## config.mk

```make
export PLATFORM = sky130hd
export DESIGN_NAME = htif_req_queue
export DESIGN_NICKNAME = d
export VERILOG_FILES = /design/src/rtl/htif_req_queue.sv
export SDC_FILE = /design/constraint.sdc
export NUM_CORES = 1
export LEC_CHECK = 0
export CAP_MARGIN = 20
export CORE_AREA = 3 3 107 109
export DETAILED_ROUTE_END_ITERATION = 8
export DIE_AREA = 0 0 110 112
export GPL_TIMING_DRIVEN = 0
export PLACE_DENSITY = 0.81
export SETUP_SLACK_MARGIN = 0.15
export SLEW_MARGIN = 40
export SYNTH_ARGS = -nofsm -noshare
export SYNTH_HDL_FRONTEND = slang
export SYNTH_SLANG_ARGS = --single-unit
```

## constraint.sdc

```tcl
create_clock -name clk -period 6.65 [get_ports clk]
set_input_delay 0.9975 -clock clk [delete_from_list [all_inputs] [get_ports clk]]
set_output_delay 0.9975 -clock clk [all_outputs]
set_load 0.01 [all_outputs]
```

## src/rtl/htif_req_queue.sv

```systemverilog
// Ordered ready/valid request buffer between HTIF and the tile host port.
// Optional HTIF_QUEUE_PIPE_EN: accept a new word into a full queue when the head drains.
module htif_req_queue #(
  parameter int DATA_W = 64,
  parameter int DEPTH  = 2
) (
  input  logic                         clk,
  input  logic                         rst,
  input  logic                         flush,
  input  logic                         enq_valid,
  output logic                         enq_ready,
  input  logic [DATA_W-1:0]            enq_bits,
  output logic                         deq_valid,
  input  logic                         deq_ready,
  output logic [DATA_W-1:0]            deq_bits,
  output logic [$clog2(DEPTH+1)-1:0]   count
);

  localparam int PW = (DEPTH > 1) ? $clog2(DEPTH) : 1;
  localparam int CW = $clog2(DEPTH + 1);

  logic [DATA_W-1:0] mem [DEPTH];
  logic [PW-1:0]     wp;
  logic [PW-1:0]     rp;
  logic [CW-1:0]     cnt;
  logic              full;
  logic              enq_fire;
  logic              deq_fire;

  // Explicit wrap keeps non-power-of-two depths in range.
  function automatic logic [PW-1:0] nxt(input logic [PW-1:0] p);
    return (p == PW'(DEPTH - 1)) ? '0 : p + 1'b1;
  endfunction

  assign full = (cnt == CW'(DEPTH));

`ifdef HTIF_QUEUE_PIPE_EN
  assign enq_ready = !full || deq_ready;
`else
  assign enq_ready = !full;
`endif

  assign deq_valid = (cnt != '0);
  assign deq_bits  = mem[rp];
  assign count     = cnt;
  assign enq_fire  = enq_valid && enq_ready;
  assign deq_fire  = deq_valid && deq_ready;

  always_ff @(posedge clk) begin
    if (enq_fire && !flush) begin
      mem[wp] <= enq_bits;
    end
  end

  always_ff @(posedge clk or posedge rst) begin
    if (rst) begin
      wp  <= '0;
      rp  <= '0;
      cnt <= '0;
    end else if (flush) begin
      wp  <= '0;
      rp  <= '0;
      cnt <= '0;
    end else begin
      if (enq_fire) wp <= nxt(wp);
      if (deq_fire) rp <= nxt(rp);
      unique case ({enq_fire, deq_fire})
        2'b10:   cnt <= cnt + 1'b1;
        2'b01:   cnt <= cnt - 1'b1;
        default: cnt <= cnt;
      endcase
    end
  end

endmodule
```

# Word level (Yosys, flattened, before mapping)
# Memories as Yosys holds them, arrays and structs flattened.
# Cells that the tools add are included.
# totals
regBits	4
latchBits	0
ramBits	128
mem_bits_ro	0
in_bits	69
output_inout_bits	68
elab_cells	30
mem_count	1
# memory_table
memory	depth	word_bits	read_ports	rd_clocked_by_memory_dff	wr	line_no	source
mem	2	64	1	0	1	22	logic [DATA_W-1:0] mem [DEPTH];
# op_classes
addsub	4
n_mul	0
div	0
order_cmp	0
eq_ne	3
shift	0
muxes	10
bitwise	0
n_reduce_logical	9
# ops
cell	count
$mux W1	8
$reduce_bool A2 Y1	3
$eq A2 B2 Y1 const B	2
$pmux W2 S2	1
$logic_and A1 B1 Y1	3
$reduce_bool A3 Y1	1
$add A1 B1 Y1 const B	2
$add A2 B1 Y2 const B	1
$eq A2 B1 Y1 const B	1
$logic_not A1 Y1	2
$mux W2	1
$sub A2 B1 Y2 const B	1

# Logic depth before layout (Yosys ltp)
# depth
word_depth	6
mapped_depth	4
ltp_nobuf	4

# Least setup slack after synthesis
# Ideal clock, no wire load.
# synth_path
path_type	input-to-reg
from	input enq_valid
to	memory mem[1][0], enable pin
setup_ps	579
t_arrival_ps	5726
required_time_ps	6071
setup_slack_ps	345
path_stages	2
n_path_buf	0
cell_sequence	nand2_1 > nor3b_1
# synth_between
elab_chain_len	4
# synth_rtl
element	line_no	source
from (decl)	10	input logic enq_valid,
$logic_and A1 B1 Y1	46	assign enq_fire = enq_valid && enq_ready;
$logic_and A1 B1 Y1	50	if (enq_fire && !flush) begin
$mux W1	50	
$mux W1 (not written as such)	51	mem[wp] <= enq_bits;
to (decl)	22	
# Every way passes these cells.

# Worst setup path after layout
# layout_path
from	register rp
to	output deq_bits[24]
# layout_between
elab_chain_len	1
# layout_rtl
element	line_no	source
from (decl)	24	logic [PW-1:0] rp;
from (signal assigned)	66	if (deq_fire) rp <= nxt(rp);
$mem_v2 Z2 W64	--	
to (decl)	15	output logic [DATA_W-1:0] deq_bits,
# Every way passes these cells.

==> qor.csv <==
stage,metric,value,unit
layout,"commonest non-fill, non-tap cell in the layout",clkdlybuf4s50_1,
critical_path,FF-to-FF path depth,9,
floorplanning,DIE HEIGHT,112,µm
critical_path,critical path depth,4,
critical_path,crit end category,output pin,
timing,Min Hold Slack,0.596,ns
critical_path,WS Path Type,reg -> out,
timing,setup_tns,0,ns
synthesis,Mapped Area,0.00487,mm²
clocking,Max clock buf depth,2,
synthesis,Unique masters post-synth,22,
synthesis,Synth Warn #,0,
clocking,hold_buf cts,0,
timing,Slew HR,0.809,
hold_path,Hold Crit Endpoint,wp$_DFFE_PP0P_,
route,DR vias/cell,4.79,
critical_path,Worst Path Required,5.65,ns
clocking,clk sinks,132,
hold_path,Min-Delay Path Class,reg -> reg,
grt,vias in the first global route,2909,
timing,"Period Utilization, post-route",0.462,
timing,Slew Limit Fails,0,
critical_path,Reg2Reg Setup Slack,4.29,ns
grt,largest net degree at the start of global routing,17,
timing,Worst-Margin Slew,0.286,ns
route,DRC Markers,0,
critical_path,CP Launch Type,flop,
grt,first-pass GRT wire length,14.5,mm
layout,post-route insts no fill,554,
layout,ant diodes,0,
route,Iter 0 DRT Violations,106,
hold_path,hold depth,2,
route,final wirelength,9.30,mm
clocking,CTS tree,built,
critical_path,worst reg2reg path startpoint,count[1]$_DFFE_PP0P_,
layout,share of cells above drive strength 1,0.307,
grt,all-layer global routing usage,0.157,
route,routed len/inst,16.8,µm
place,post-DP HPWL,6.56,mm
outcome,outcome,finished clean,
timing,final setup violation count,0,
flow_run,Max Cap Violations,0,
critical_path,Critical Path Fanout Max,10,
floorplanning,Starting Density,0.455,
floorplanning,num rows,38,
critical_path,Crit path buffers/inverters,3,
synthesis,Synth Register Bits,132,
place,GPL Wtd Cong,0.696,
power_and_ir_drop,Power per Cell Area,292,mW/mm²
power_and_ir_drop,static leakage,0.00247,µW
route,top layer in use,met4,
layout,most frequent cells in the layout,"136 x clkdlybuf4s50_1, 128 x edfxtp_1, 64 x mux2_2",
route,Metal-1 WL,3.78,mm
place,Placed Cells,522,
timing,Final WS setup,3.57,ns
timing,Max Fclk,325,MHz
critical_path,crit-path leading delay family,buffers and inverters,
hold_path,Worst Hold Launch,wp$_DFFE_PP0P_,
timing,post-route minimum period,3.08,ns
floorplanning,Die Width,110,µm
place,pre-CTS setup slack,3.37,ns
clocking,postcts setup bufs,0,
synthesis,synthesized instance count,226,
place,I/O Buffers,136,
layout,Fillers,738,
route,Via Count,2654,
synthesis,sequential fraction of the synthesis area,0.810,
critical_path,max incr delay on CP,0.49,ns
route,DR pass1 iterations,4,
critical_path,r2r endpoint,mem[1][36]$_DFFE_PP_,
clocking,"CTS clk-pin slew, worst paths",0.06,ns
route,DR WL met3,636,µm
floorplanning,Die Area,0.0123,mm²
route,routed wl met2,4.73,mm
critical_path,crit path cell chain,"buf_4, buf_6, mux2_2, clkdlybuf4s50_1",
timing,post-route clock skew,0.00384,ns
clocking,clk_lat worst skew,0.50,ns
floorplanning,Core Area,0.0107,mm²
clocking,CTS Buf Count,17,
critical_path,critical path data arrival time,2.08,ns
critical_path,"Slowest-stage cell, CP",clkdlybuf4s50_1,
clocking,post-CTS sizing,0,
grt,grt ovf,0,
clocking,clk root buf,clkbuf_8,
synthesis,Synth Area per Inst,21.6,µm²
synthesis,Synth Net Count,295,
timing,RSZ-0062 raised after global routing,false,
grt,initial antenna violation count,0,
layout,Area growth syn-to-layout,46.4,%
timing,Final Hold Fails,0,
floorplanning,IO Count,137,
route,Antenna Violating Nets Remaining,0,
layout,fin nets,470,
power_and_ir_drop,Peak supply drop,0.173,mV
clocking,H-tree Lvls,4,
Yosys cell counts:
library cell,number,area (µm²)
xor2_1,1,8.76
edfxtp_1,128,3840
nor3b_1,2,15.0
nand2_1,1,3.75
buf_2,1,5.00
mux2i_1,1,10.0
or2_2,2,12.5
o211ai_1,1,7.51
nor2_1,1,3.75
nand3b_1,1,7.51
nor2b_2,1,8.76
buf_6,5,56.3
o21ai_0,2,10.0
mux2_2,64,721
nor3_1,1,5.00
inv_2,2,7.51
a21oi_1,4,20.0
or3_1,1,6.26
a21o_1,1,7.51
buf_4,1,7.51
dfrtp_1,4,100
inv_1,1,3.75
sequential cells by signal, summed over array words and instances, names as in the netlist:
register,flops
count,2
wp,1
mem,128
rp,1
worst reg2reg max path: stages, from the launching register on:
cell and delay, ns:
dfrtp_1 0.44, nor2b_2 0.20, inv_2 0.08, nand2_1 0.09, nor3b_2 0.30, buf_4 0.22, buf_4 0.18, buf_2 0.24
buf_6 0.17, buf_4 0.17
how the worst max path moves through the flow:
| stage | from | end | slack, ns |
|---|---|---|---|
| floorplan | enq_valid | mem[1][0]$_DFFE_PP_ | 0.35 |
| global placement | enq_valid | mem[1][33]$_DFFE_PP_ | -2.75 |
| detailed placement | enq_valid | mem[1][33]$_DFFE_PP_ | 3.37 |
| CTS | rp$_DFFE_PP0P_ | deq_bits[58] | 3.52 |
| global route | rp$_DFFE_PP0P_ | deq_bits[18] | 3.47 |
| finish | rp$_DFFE_PP0P_ | deq_bits[24] | 3.57 |
metrics by stage:
stage / instance area [µm²] / utilization / power [µW]
2_1_floorplan: 4870 / - / 1070
3_3_place_gp: 6410 / 0.599 / 1200
3_5_place_dp: 6560 / 0.613 / 1200
4_1_cts: 7130 / 0.667 / 2110
5_1_grt: 7130 / 0.667 / 2170
6_report: 7130 / 0.667 / 2080
power breakdown:
part | switching (µW) | internal (µW)
clock | 333 | 566
combinational | 89.0 | 142
sequential | 7.70 | 947
total | 429 | 1650
kinds of logic (layout without fill, tap and decap cells):
family                 Yosys count  after routing  synth area share
flip-flops                     132            132             0.810
multiplexers                    65             65             0.150
AND/OR/NAND/NOR                 10             10            0.0128
buffers and inverters           10            198            0.0164
AO/OA/AOI/OAI                    8              8           0.00925
XOR/XNOR                         1              1           0.00180
routing by layer:
layer	global-route usage	up-vias
met2	0.261	96
li1	-	1251
met4	0.0657	0
met5	0	-
met3	0.0493	14
met1	0.186	1293
area by class of cell:
| type | count | area [µm²] | area share |
|---|---|---|---|
| Clock buffer | 17 | 414 | 0.0581 |
| Multi-Input combinational cell | 84 | 857 | 0.120 |
| Sequential cell | 132 | 3940 | 0.553 |
| Inverter | 3 | 11.3 | 0.00158 |
| Tap cell | 140 | 175 | 0.0246 |
| Clock inverter | 15 | 164 | 0.0230 |
| Timing Repair Buffer | 156 | 1500 | 0.210 |
| Buffer | 7 | 68.8 | 0.00965 |
Note: power is estimated with default switching activity, not from simulation.
